==> config.mk <==
export PLATFORM = sky130hd
export DESIGN_NAME = sar_conv_ctrl
export DESIGN_NICKNAME = d
export VERILOG_FILES = /design/src/rtl/sar_conv_ctrl.sv
export SDC_FILE = /design/constraint.sdc
export NUM_CORES = 1
export LEC_CHECK = 0
export BUFFER_PORTS_ARGS = -buffer_cell sky130_fd_sc_hd__buf_2
export CAP_MARGIN = 20
export CORE_MARGIN = 2
export CORE_UTILIZATION = 49
export CTS_CLUSTER_SIZE = 24
export DETAILED_ROUTE_END_ITERATION = 12
export PLACE_DENSITY = 0.75
export SYNTH_ARGS = -nofsm -noshare
export SYNTH_HDL_FRONTEND = slang
export SYNTH_SLANG_ARGS = --single-unit
export TNS_END_PERCENT = 10
==> constraint.sdc <==
create_clock -name clk -period 1.8 [get_ports clk]
set_clock_uncertainty 0.2 [all_clocks]
set_input_delay 0.09 -clock clk [delete_from_list [all_inputs] [get_ports clk]]
set_output_delay 0.09 -clock clk [all_outputs]
set_load 0.05 [all_outputs]
==> src/rtl/sar_conv_ctrl.sv <==
// Sequencing controller for one time-domain SAR ADC channel:
// sample window, per-bit DAC trial/compare, end-of-conversion.
`timescale 1ns/1ps
module sar_conv_ctrl #(
   parameter int NBITS   = 8,
   parameter int SAMP_W  = 4,
   parameter int TIMEOUT = 15
) (
   input  logic              clk,
   input  logic              rst_n,
   input  logic              en,
   input  logic              trig,
   input  logic              cont,
   input  logic [SAMP_W-1:0] samp_cycles,
   input  logic              comp_valid,
   input  logic              comp_out,
   output logic              samp,
   output logic              start,
   output logic [NBITS-1:0]  dac_code,
   output logic              eoc,
   output logic [NBITS-1:0]  dout,
   output logic              dout_valid,
   output logic              busy,
   output logic              timeout_err
);

   localparam int IW = (NBITS > 1) ? $clog2(NBITS) : 1;
   localparam int TW = $clog2(TIMEOUT + 1);
   localparam logic [IW-1:0] IDX_MSB = IW'(NBITS - 1);
   localparam logic [TW-1:0] TLAST   = TW'(TIMEOUT - 1);

   typedef enum logic [2:0] {
      S_IDLE,
      S_SAMPLE,
      S_SETTLE,
      S_COMPARE,
      S_DONE
   } state_t;

   state_t state, state_nxt;

   logic [SAMP_W-1:0] samp_cnt;
   logic [IW-1:0]     idx;
   logic [TW-1:0]     tcnt;
   logic [NBITS-1:0]  result;
   logic [NBITS-1:0]  res_upd;
   logic [NBITS-1:0]  trial;
   logic              go;
   logic              decide;
   logic              forced;

   assign trial = result | (NBITS'(1) << idx);

   always_comb begin
      state_nxt = state;
      go        = 1'b0;
      decide    = 1'b0;
      forced    = 1'b0;
      unique case (state)
         S_IDLE: begin
            if (trig | cont) begin
               state_nxt = S_SAMPLE;
               go        = 1'b1;
            end
         end
         S_SAMPLE: begin
            if (samp_cnt <= SAMP_W'(1))
               state_nxt = S_SETTLE;
         end
         S_SETTLE: state_nxt = S_COMPARE;
         S_COMPARE: begin
            // a decision arriving in the last allowed cycle beats the timeout
            if (comp_valid) begin
               decide = 1'b1;
            end else if (tcnt == TLAST) begin
               decide = 1'b1;
               forced = 1'b1;
            end
            if (decide)
               state_nxt = (idx == '0) ? S_DONE : S_SETTLE;
         end
         S_DONE: begin
            if (cont) begin
               state_nxt = S_SAMPLE;
               go        = 1'b1;
            end else begin
               state_nxt = S_IDLE;
            end
         end
         default: state_nxt = S_IDLE;
      endcase
      if (!en) begin
         state_nxt = S_IDLE;
         go        = 1'b0;
         decide    = 1'b0;
         forced    = 1'b0;
      end
   end

   always_comb begin
      res_upd      = result;
      res_upd[idx] = comp_valid & comp_out;
   end

   always_ff @(posedge clk or negedge rst_n) begin
      if (!rst_n) begin
         state       <= S_IDLE;
         samp_cnt    <= '0;
         idx         <= IDX_MSB;
         tcnt        <= '0;
         result      <= '0;
         dout        <= '0;
         timeout_err <= 1'b0;
      end else begin
         state <= state_nxt;
         if (go) begin
            samp_cnt    <= (samp_cycles == '0) ? SAMP_W'(1) : samp_cycles;
            result      <= '0;
            timeout_err <= 1'b0;
            idx         <= IDX_MSB;
         end else if (state == S_SAMPLE) begin
            samp_cnt <= samp_cnt - SAMP_W'(1);
         end
         if (state == S_SETTLE)
            tcnt <= '0;
         else if (state == S_COMPARE)
            tcnt <= tcnt + TW'(1);
         // dout is loaded with the final bit so it is valid during DONE
         if (decide) begin
            result <= res_upd;
            if (forced)
               timeout_err <= 1'b1;
            if (idx != '0)
               idx <= idx - IW'(1);
            else
               dout <= res_upd;
         end
      end
   end

   assign samp       = (state == S_SAMPLE);
   assign start      = (state == S_COMPARE);
   assign eoc        = (state == S_DONE);
   assign dout_valid = (state == S_DONE);
   assign busy       = (state != S_IDLE);
   assign dac_code   = (state == S_SETTLE || state == S_COMPARE) ? trial :
                       (state == S_DONE) ? result : '0;

endmodule

==> impl_metrics.tcl, run 1 <==
set metrics [dict create \
    cts_made_buffers 5 \
    antenna_found_initial 0 \
    synth.ff_latch_count 31 \
    yosysTopAreaCellShare_pct 40.06 \
    route.detailed.drc 0 \
    first_global_vias 1713 \
    p_leak_nw 1.244 \
    grt_max_degree 32 \
    dp_hpwl_microns 3014 \
    synth_area_leaders "dfrtp_1, ha_1, mux2i_1" \
    worst_path_max_delay_cell "dfrtp_2" \
    cp_top_family "buffers and inverters" \
    final_nets 275 \
    grt_pass1_wl_microns 8293 \
    synth_cells 185 \
    drive_gt1_share_pct 50.78 \
    area_growth_pct 59.87 \
    hold_ws_ps 99.57 \
    rsz0062_at_grt "yes" \
    crit_path_end_kind "primary output" \
    drt-total-wl_microns 5256 \
    power_density_mw_per_mm2 894.3 \
    hold_viol_final 0 \
    ir_drop_mv 0.8835 \
    drtAntennaViolNets 0 \
    initial_core_util_pct 51.61 \
    wire_per_inst_microns 17.40 \
    crit_top_cell "buf_6" \
    ys_seq_area_share_pct 44.56 \
    crit_chain "buf_6 -> nor2b_4 -> buf_6 -> nor2_4 -> buf_12 -> nor2_4 -> buf_6" \
    syn_avg_cell_area_sq_um 9.455 \
    drt_iter0_markers 95 \
    worstPathRequired_ps 1510 \
    numPortBuffers 32 \
    violations "setup timing" \
    drt-vias-per-instance 5.669 \
    postLayoutCoreUtil_pct 82.50 \
    die-area_sq_mm 0.004063 \
    ctsHtreeMaxLevel 2 \
    die_h_microns 63.75 \
    ys_types 41 \
    finalSetupViolations 27 \
    syn_nets 205 \
    grtUsageTotal_pct 27.04 \
    status "complete, but fails checks" \
    globalplace.congestion 0.8333 \
    worstPathMaxFanout 8 \
    cts_buffer_depth 2 \
    dr.pass1.iters 4 \
    synth_area_sq_mm 0.001749 \
    root_buffer "clkbuf_4" \
    hold_path.class "input port to async pin" \
    criticalPathCategory "flip-flop to primary output" \
    clk_pin_slew_ps 110 \
    finalCritPeriodShare_pct 110.0 \
    fp.dieW_microns 63.75 \
    grt_overflow 0 \
    drv_cap 0 \
    slew_violations 0 \
    cts_sinks 31 \
    pin_count 33 \
    cp_num_buf_inv 4 \
    num_rows 21 \
    clock.fmax_mhz 505.0 \
    design.core.area_sq_mm 0.003390 \
    tightest_slew_ps 685.3 \
    cp-start-kind "flip-flop" \
    slew_headroom_pct 54.31 \
    via_count 1712 \
    diodes 0 \
    insertion_delay_ps 350 \
    finalWorstSetupSlack_ps -180.1 \
    tritoncts "built" \
    yosysWarnings 0 \
    synth_area_leader_cell "dfrtp_1" \
    cp_data_arrival_time_ps 1690 \
    max_stage_delay_ps 450 \
    period_needed_ps 1980 \
]
## layout by cell type, fill, tap and decap left out, drive strengths merged, types with 2 or more instances in the layout
master and n:
a21oi 13, a22o 2, a31oi 5, a32o 2, and2 4, buf 62
bufinv 2, clkbuf 6, dfrtp 28, dfstp 3, dlygate4sd3 9, ha 9
inv 7, mux2 3, mux2i 9, nand2 8, nand2b 4, nand3 12
nor2 22, nor2b 3, nor3 14, nor4 2, o211ai 2, o21ai 11
or3 2
## per-layer routing
layer	track usage [%]	up-vias	part of all wire [%]
li1	-	803	-
met1	36.25	856	44
met2	42.11	43	49
met3	7.042	10	4.5
met4	10.33	0	1.7
met5	0	-	0
## power breakdown
group          total, W  internal (W)  switching [W]
Clock          0.000693      0.000433       0.000260
Sequential     0.000911      0.000801       0.000109
Combinational  0.000897      0.000434       0.000463
## cells in the mapped netlist
cell / count
nor2b_1: 3
o211a_1: 1
or2_1: 1
or3_1: 1
nand3_1: 12
nor4_1: 2
mux2_2: 3
nor2_1: 22
a311oi_1: 1
and2_1: 4
a31oi_1: 5
xor2_1: 1
a21oi_1: 13
ha_1: 9
xnor2_1: 1
buf_2: 3
or3b_4: 1
a22o_1: 2
o211ai_1: 1
or3_4: 1
inv_1: 7
o211ai_2: 1
dfstp_2: 3
o21ai_0: 11
a211oi_1: 1
a32o_1: 2
o311a_1: 1
or4_4: 1
clkbuf_1: 2
a21o_1: 1
buf_1: 1
nand3b_1: 1
buf_4: 1
buf_6: 1
nor3_1: 13
dfrtp_1: 28
nor3_2: 1
nand2_1: 8
nand2b_1: 4
mux2i_1: 9
nand4b_1: 1
## registers in the layout (all words and copies together), names as in the netlist
signal,cells
idx,3
state,3
samp_cnt,4
tcnt,4
result,8
dout,8
timeout_err,1
## metrics by stage
stage | power, W | cells | area, sq um | setup WS, ps | TNS, ps
CTS | 0.002419 | 301 | 2699 | -146.9 | -1169
floorplan | 0.001337 | 185 | 1824 | -67.41 | -591.4
global route | 0.002637 | 302 | 2796 | -244.9 | -3944
global placement | 0.001587 | 281 | 2217 | 22.90 | 0
detailed placement | 0.001606 | 281 | 2217 | -31.10 | -31.10
finish | 0.002501 | 302 | 2796 | -180.1 | -2217
## layout make-up
| cell class | count | area (sq um) |
|---|---|---|
| Fill cell | 181 | 593.1 |
| Clock buffer | 6 | 41.29 |
| Multi-Input combinational cell | 139 | 1209 |
| Clock inverter | 2 | 60.06 |
| Inverter | 7 | 31.28 |
| Sequential cell | 31 | 787.0 |
| Tap cell | 46 | 57.56 |
| Timing Repair Buffer | 71 | 610.6 |
## final timing paths
check,startpoint,end,slack [ps],cells after the start
max in group asynchronous,rst_n,state[2],810,2
setup / recovery,state[1],dac_code[0],-180,7
setup reg to reg,state[1],idx[0],-100,6
min in group clk,comp_out,result[6],180,3
hold reg to reg,dout[6],dout[6],320,1
hold / removal,rst_n,tcnt[2],100,2
## logic make-up after synthesis
kind of cell	count (synthesis)	share of synthesized area (%)
AND/OR/NAND/NOR	76	22.39
flip-flops	31	44.56
adder cells (fa/ha/maj)	9	6.438
buffers and inverters	15	4.077
XOR/XNOR	2	1.002
AO/OA/AOI/OAI	40	14.45
multiplexers	12	7.082
## repair_timing
item	4_1_cts	5_1_grt
endpoints found under the setup margin	22	39
buffers inserted	3	1
pin swaps	10	5
hold buffers	9	0
hold endpoints to repair	38	0
gates resized for setup	68	29
Note: power is estimated with default switching activity, not from simulation.
==> run 2: changes to the inputs <==
--- a/config.mk
+++ b/config.mk
@@ -5,13 +5,15 @@
 export SDC_FILE = /design/constraint.sdc
 export NUM_CORES = 1
 export LEC_CHECK = 0
+export ABC_AREA = 1
 export BUFFER_PORTS_ARGS = -buffer_cell sky130_fd_sc_hd__buf_2
 export CAP_MARGIN = 20
 export CORE_MARGIN = 2
-export CORE_UTILIZATION = 49
+export CORE_UTILIZATION = 50
 export CTS_CLUSTER_SIZE = 24
 export DETAILED_ROUTE_END_ITERATION = 12
-export PLACE_DENSITY = 0.75
+export GPL_TIMING_DRIVEN = 0
+export PLACE_DENSITY = 0.76
 export SYNTH_ARGS = -nofsm -noshare
 export SYNTH_HDL_FRONTEND = slang
 export SYNTH_SLANG_ARGS = --single-unit
==> impl_metrics.tcl, run 2 <==
set metrics [dict create \
    slew_headroom_pct 53.62 \
    ys.flop_type "dfrtp_1" \
    register_area_sq_um 782.0 \
    cp_top_family "buffers and inverters" \
    drtAntennaViolNets 0 \
    rr_endpoint "state[1]" \
    via_count 1858 \
    ctsHtreeMaxLevel 2 \
    highest_layer "met4" \
    hold_path.class "input port to async pin" \
    drv_cap 0 \
    initial_core_util_pct 53.63 \
    globalplace.congestion 0.8414 \
    wl_met2_microns 2602 \
    rsz0062_at_grt "yes" \
    status "complete, but fails checks" \
    diodes 0 \
    dp_hpwl_microns 2970 \
    dr.pass1.iters 4 \
    ir_drop_mv 0.5782 \
    rr_worst_depth 9 \
    grt_overflow 0 \
    multi_input_area_sq_mm 0.001080 \
    die-area_sq_mm 0.004163 \
    synth.ff_latch_count 31 \
    final_cell_mix "nand2_1, nand3_1, dfrtp_1" \
    finalCritPeriodShare_pct 109.5 \
    cts_buffer_depth 2 \
    synth.most_common_cell "nand2_1" \
    syn_avg_cell_area_sq_um 7.696 \
    cp_num_buf_inv 3 \
    max_stage_delay_ps 410 \
    drt-vias-per-instance 5.309 \
    numPortBuffers 32 \
    grt_max_degree 32 \
    route.detailed.drc 0 \
    p_leak_nw 1.277 \
    clock.fmax_mhz 507.3 \
    postLayoutCoreUtil_pct 78.86 \
    r2r_slack_ps 40 \
    yosysTopAreaCellShare_pct 38.25 \
    ys_types 25 \
    cp_data_arrival_time_ps 1680 \
    num_rows 21 \
    area_growth_pct 47.06 \
    yosysWarnings 0 \
    crit_path_end_kind "primary output" \
    ys_seq_area_share_pct 42.55 \
    met1Wirelength_microns 2153 \
    crit-reg2reg-launch "idx[0]" \
    wl_met3_microns 247 \
    fp.dieW_microns 64.53 \
    final_nets 323 \
    synth_area_sq_mm 0.001832 \
    drt_iter0_markers 135 \
    crit_chain "clkinv_4 -> nor3_4 -> nor2_4 -> buf_12 -> o22ai_2 -> buf_6" \
    reg_top3 "dout (8), result (8)" \
    criticalPathCategory "flip-flop to primary output" \
    period_needed_ps 1971 \
    design.core.area_sq_mm 0.003416 \
    cts_sinks 31 \
    synth_area_leaders "dfrtp_1, nand2_1, nand3_1" \
    grt_pass1_wl_microns 8321 \
    clk_pin_slew_ps 110 \
    grtUsageTotal_pct 25.97 \
    power_density_mw_per_mm2 1110 \
    antenna_found_initial 0 \
    drt-total-wl_microns 5091 \
    wire_per_inst_microns 14.55 \
    fill_cells 226 \
    tightest_slew_ps 695.8 \
    synth_cells 238 \
    synth_edf_count 0 \
    insertion_delay_ps 340 \
    finalSetupViolations 10 \
    synth_common_cells "nand2_1, inv_1, dfrtp_1, nand3_1, o21ai_0" \
    synth_area_leader_cell "dfrtp_1" \
    worstPathRequired_ps 1510 \
    finalWorstSetupSlack_ps -171.1 \
    tritoncts "built" \
    worstPathMaxFanout 8 \
    drive_gt1_share_pct 33.88 \
    first_global_vias 1794 \
    die_h_microns 64.53 \
    slew_violations 0 \
    root_buffer "clkbuf_4" \
    final_common_cell "nand2_1" \
    hold_viol_final 0 \
    syn_nets 258 \
    async_flop_share_pct 100.0 \
    cts_made_buffers 5 \
    power_w 0.002991 \
    violations "setup timing" \
    pin_count 33 \
    worst_path_max_delay_cell "dfrtp_1" \
    cp-start-kind "flip-flop" \
]
==> run 2: cell count changes in the layout (fill, tap and decap cells not counted), sizes merged, moves of 4 or more <==
cell | previous run | this run
nand2b | 4 | 0
mux2i | 9 | 0
o21ai | 11 | 33
a21oi | 13 | 5
buf | 62 | 52
a31oi | 5 | 0
and2 | 4 | 0
nand2 | 8 | 70
nor2 | 22 | 13
nor3 | 14 | 3
inv | 7 | 30
nand3 | 12 | 30
==> run 2: worst reg2reg max path: stages (launching register included) <==
cell	delay, ps
dfstp_2	580
clkinvlp_4	130
ha_4	180
nand2_2	80
buf_6	110
buf_6	130
nor2_1	50
nor3_1	120
nand2_1	80
nand2_1	60
==> run 2: repair_timing <==
action                                 CTS  global route
endpoints found under the hold margin   37             0
hold buffers                             9             0
resized for setup                       42            23
setup endpoints to repair               14            23
buffers inserted                        10             8
pin swaps                                6             2
==> run 2: power by group <==
group | switching, W | internal [W]
Combinational | 0.000877 | 0.000564
Clock | 0.000261 | 0.000328
Sequential | 0.000146 | 0.000816
==> run 2: kinds of logic (layout without fill, tap and decap cells) <==
kind of cell             count (synthesis)  in the layout  share of synthesized area [%]
XOR/XNOR                                 2              2                         0.9565
AND/OR/NAND/NOR                        117            117                          29.64
AO/OA/AOI/OAI                           43             43                          12.57
adder cells (fa/ha/maj)                  9              9                          6.148
flip-flops                              31             31                          42.55
buffers and inverters                   36            102                          8.128
==> run 2: through the flow <==
step	hold WS, ps	TNS [ps]	cell area, sq um	cells	setup WS (ps)
6_report	119.4	-1343	2694	350	-171.1
5_1_grt	200.8	-1999	2694	350	-215.9
4_1_cts	136.1	-959.7	2515	342	-143.3
3_5_place_dp	-14.81	-1329	2111	316	-185.3
3_3_place_gp	-23.40	-1383	2111	316	-201.9
2_1_floorplan	-405.6	-1078	1893	238	-148.2
==> run 2: routing by layer <==
metal  global-route usage (%)  vias to the layer above
li1                         -                      902
met1                    32.62                      889
met2                    44.01                       57
met3                    5.382                       10
met4                    9.840                        0
met5                        0                        -
==> run 2: worst max-delay path by stage <==
stage	cells past startpoint	end	start
3_5_place_dp	5	dac_code[5]	state[1]
5_1_grt	6	dac_code[7]	state[2]
2_1_floorplan	3	dac_code[5]	state[0]
6_report	6	dac_code[1]	state[2]
3_3_place_gp	5	dac_code[5]	state[1]
4_1_cts	5	dac_code[5]	idx[0]
==> run 2: final cells by class <==
class | instances | area share [%]
tap | 46 | 2.137
clock inverter | 2 | 1.301
sequential | 31 | 29.03
clock buffer | 6 | 1.904
inverter | 33 | 5.388
multi-input combinational | 171 | 40.08
buffer | 2 | 0.8360
timing repair buffer | 59 | 19.32
==> run 3: changes to the inputs <==
--- a/config.mk
+++ b/config.mk
@@ -8,12 +8,14 @@
 export ABC_AREA = 1
 export BUFFER_PORTS_ARGS = -buffer_cell sky130_fd_sc_hd__buf_2
 export CAP_MARGIN = 20
+export CORE_ASPECT_RATIO = 1.25
 export CORE_MARGIN = 2
 export CORE_UTILIZATION = 50
 export CTS_CLUSTER_SIZE = 24
 export DETAILED_ROUTE_END_ITERATION = 12
 export GPL_TIMING_DRIVEN = 0
 export PLACE_DENSITY = 0.76
+export RECOVER_POWER = 100
 export SYNTH_ARGS = -nofsm -noshare
 export SYNTH_HDL_FRONTEND = slang
 export SYNTH_SLANG_ARGS = --single-unit
==> impl_metrics.tcl, run 3 (same netlist as run 2, synthesis figures left out) <==
set metrics [dict create \
    final_nets 319 \
    clock.fmax_mhz 524.3 \
    cp-start-kind "flip-flop" \
    intPower_w 0.001569 \
    num_rows 24 \
    dr.pass1.iters 4 \
    violations "setup timing" \
    dp_slack_ps -172.7 \
    initial_core_util_pct 52.14 \
    power_density_mw_per_mm2 1105 \
    grt_overflow 0 \
    drt-total-wl_microns 5041 \
    slew_headroom_pct 48.78 \
    final_common_cell "nand2_1" \
    crit_path_end_kind "primary output" \
    tritoncts "built" \
    rsz0062_at_grt "yes" \
    dp_hpwl_microns 3050 \
    numPortBuffers 32 \
    finalCritPeriodShare_pct 106.0 \
    route.detailed.drc 0 \
    drive_gt1_share_pct 29.33 \
    via_count 1856 \
    tightest_slew_ps 768.3 \
    insertion_delay_ps 290 \
    power.switching_w 0.001242 \
    cts_sinks 31 \
    cts_made_buffers 5 \
    pin_count 33 \
    place_area_sq_mm 0.002102 \
    finalSetupViolations 8 \
    drt-vias-per-instance 5.475 \
    die-area_sq_mm 0.004167 \
    worstPathRequired_ps 1510 \
    cp_data_arrival_time_ps 1620 \
    power_w 0.002811 \
    hold_ws_ps 76.62 \
    antenna_found_initial 0 \
    slew_violations 0 \
    netSwitchingFraction_pct 44.19 \
    status "complete, but fails checks" \
    first_global_vias 1808 \
    cts_buffer_depth 2 \
    grtUsageTotal_pct 25.07 \
    wire_per_inst_microns 14.87 \
    drt_iter0_markers 85 \
    root_buffer "clkbuf_8" \
    criticalPathCategory "flip-flop to primary output" \
    period_needed_ps 1907 \
    fp.dieW_microns 58.14 \
    seqPwrFrac_pct 34.2 \
    die_h_microns 71.67 \
    reg_top3 "dout (8), result (8)" \
    drv_cap 0 \
    postLayoutCoreUtil_pct 72.40 \
    ir_drop_mv 0.9154 \
    design.core.area_sq_mm 0.003513 \
    p_leak_nw 1.201 \
    area_growth_pct 38.87 \
    grt_max_degree 32 \
    hold_path.class "input port to flip-flop" \
    final_cell_mix "nand2_1, nand3_1, dfrtp_1" \
    hold_viol_final 0 \
    grt_pass1_wl_microns 7955 \
    drtAntennaViolNets 0 \
    pwr-share-comb_pct 46.9 \
    diodes 0 \
    ctsHtreeMaxLevel 2 \
    worstPathMaxFanout 3 \
    clk_pin_slew_ps 70 \
    clkPwrFrac_pct 18.9 \
    final_area_sq_mm 0.002544 \
    globalplace.congestion 0.9081 \
    finalWorstSetupSlack_ps -107.5 \
]
[run 3: repair_timing]
| action | in CTS | in global routing |
|---|---|---|
| hold endpoints to repair | 35 | 0 |
| setup buffers | 10 | 6 |
| resized for setup | 39 | 16 |
| cloned | 0 | 0 |
| pin swaps | 5 | 3 |
| endpoints found under the setup margin | 9 | 21 |
| hold buffers | 7 | 0 |
[run 3: final timing paths]
kind                            slack [ps]     endpoint  startpoint  depth (start not counted)
worst min-delay path                    80     state[0]        cont                          5
worst max-delay path                  -110  dac_code[6]      idx[1]                          5
min in group asynchronous              200     state[0]       rst_n                          2
worst min register to register         300      dout[3]     dout[3]                          2
worst max register to register          20    result[3]    state[0]                          6
max in group asynchronous              670     state[1]       rst_n                          2
[run 3: through the flow]
stage	instances	TNS, ps
after global routing	339	-1968
after CTS	333	-347.5
after detailed placement	309	-1225
after global placement	309	-1274
final	339	-569.1
after floorplan	238	-1078
[run 3: power by group through the flow]
| stage | registers (W) | clock network [W] | logic [W] |
|---|---|---|---|
| 2_1_floorplan | 0.000945 | 0 | 0.000796 |
| 3_3_place_gp | 0.000961 | 0 | 0.00100 |
| 3_5_place_dp | 0.000966 | 0 | 0.00103 |
| 4_1_cts | 0.000954 | 0.000535 | 0.00122 |
| 5_1_grt | 0.000977 | 0.000559 | 0.00146 |
| 6_report | 0.000961 | 0.000532 | 0.00132 |
[run 3: worst max-delay path, stage by stage, from the launching register on]
cell,delay [ps]
dfstp_2,610
buf_6,130
ha_4,130
inv_4,40
o32ai_4,210
buf_6,190
[run 3: area by class of cell]
type / count / area, sq um
multi-input combinational: 171 / 1041
fill: 260 / 969.7
sequential: 31 / 780.7
timing repair buffer: 55 / 426.7
inverter: 33 / 146.4
clock buffer: 7 / 76.32
tap: 39 / 48.80
buffer: 2 / 18.77
clock inverter: 1 / 5.005
[run 3: metal layers]
layer  vias up  GRT usage [%]  wire, microns
met4         0          10.59            146
met3        14          4.513            260
met1       881          30.55           1954
met5         -              0              0
met2        63          43.06           2680
li1        898              -              -
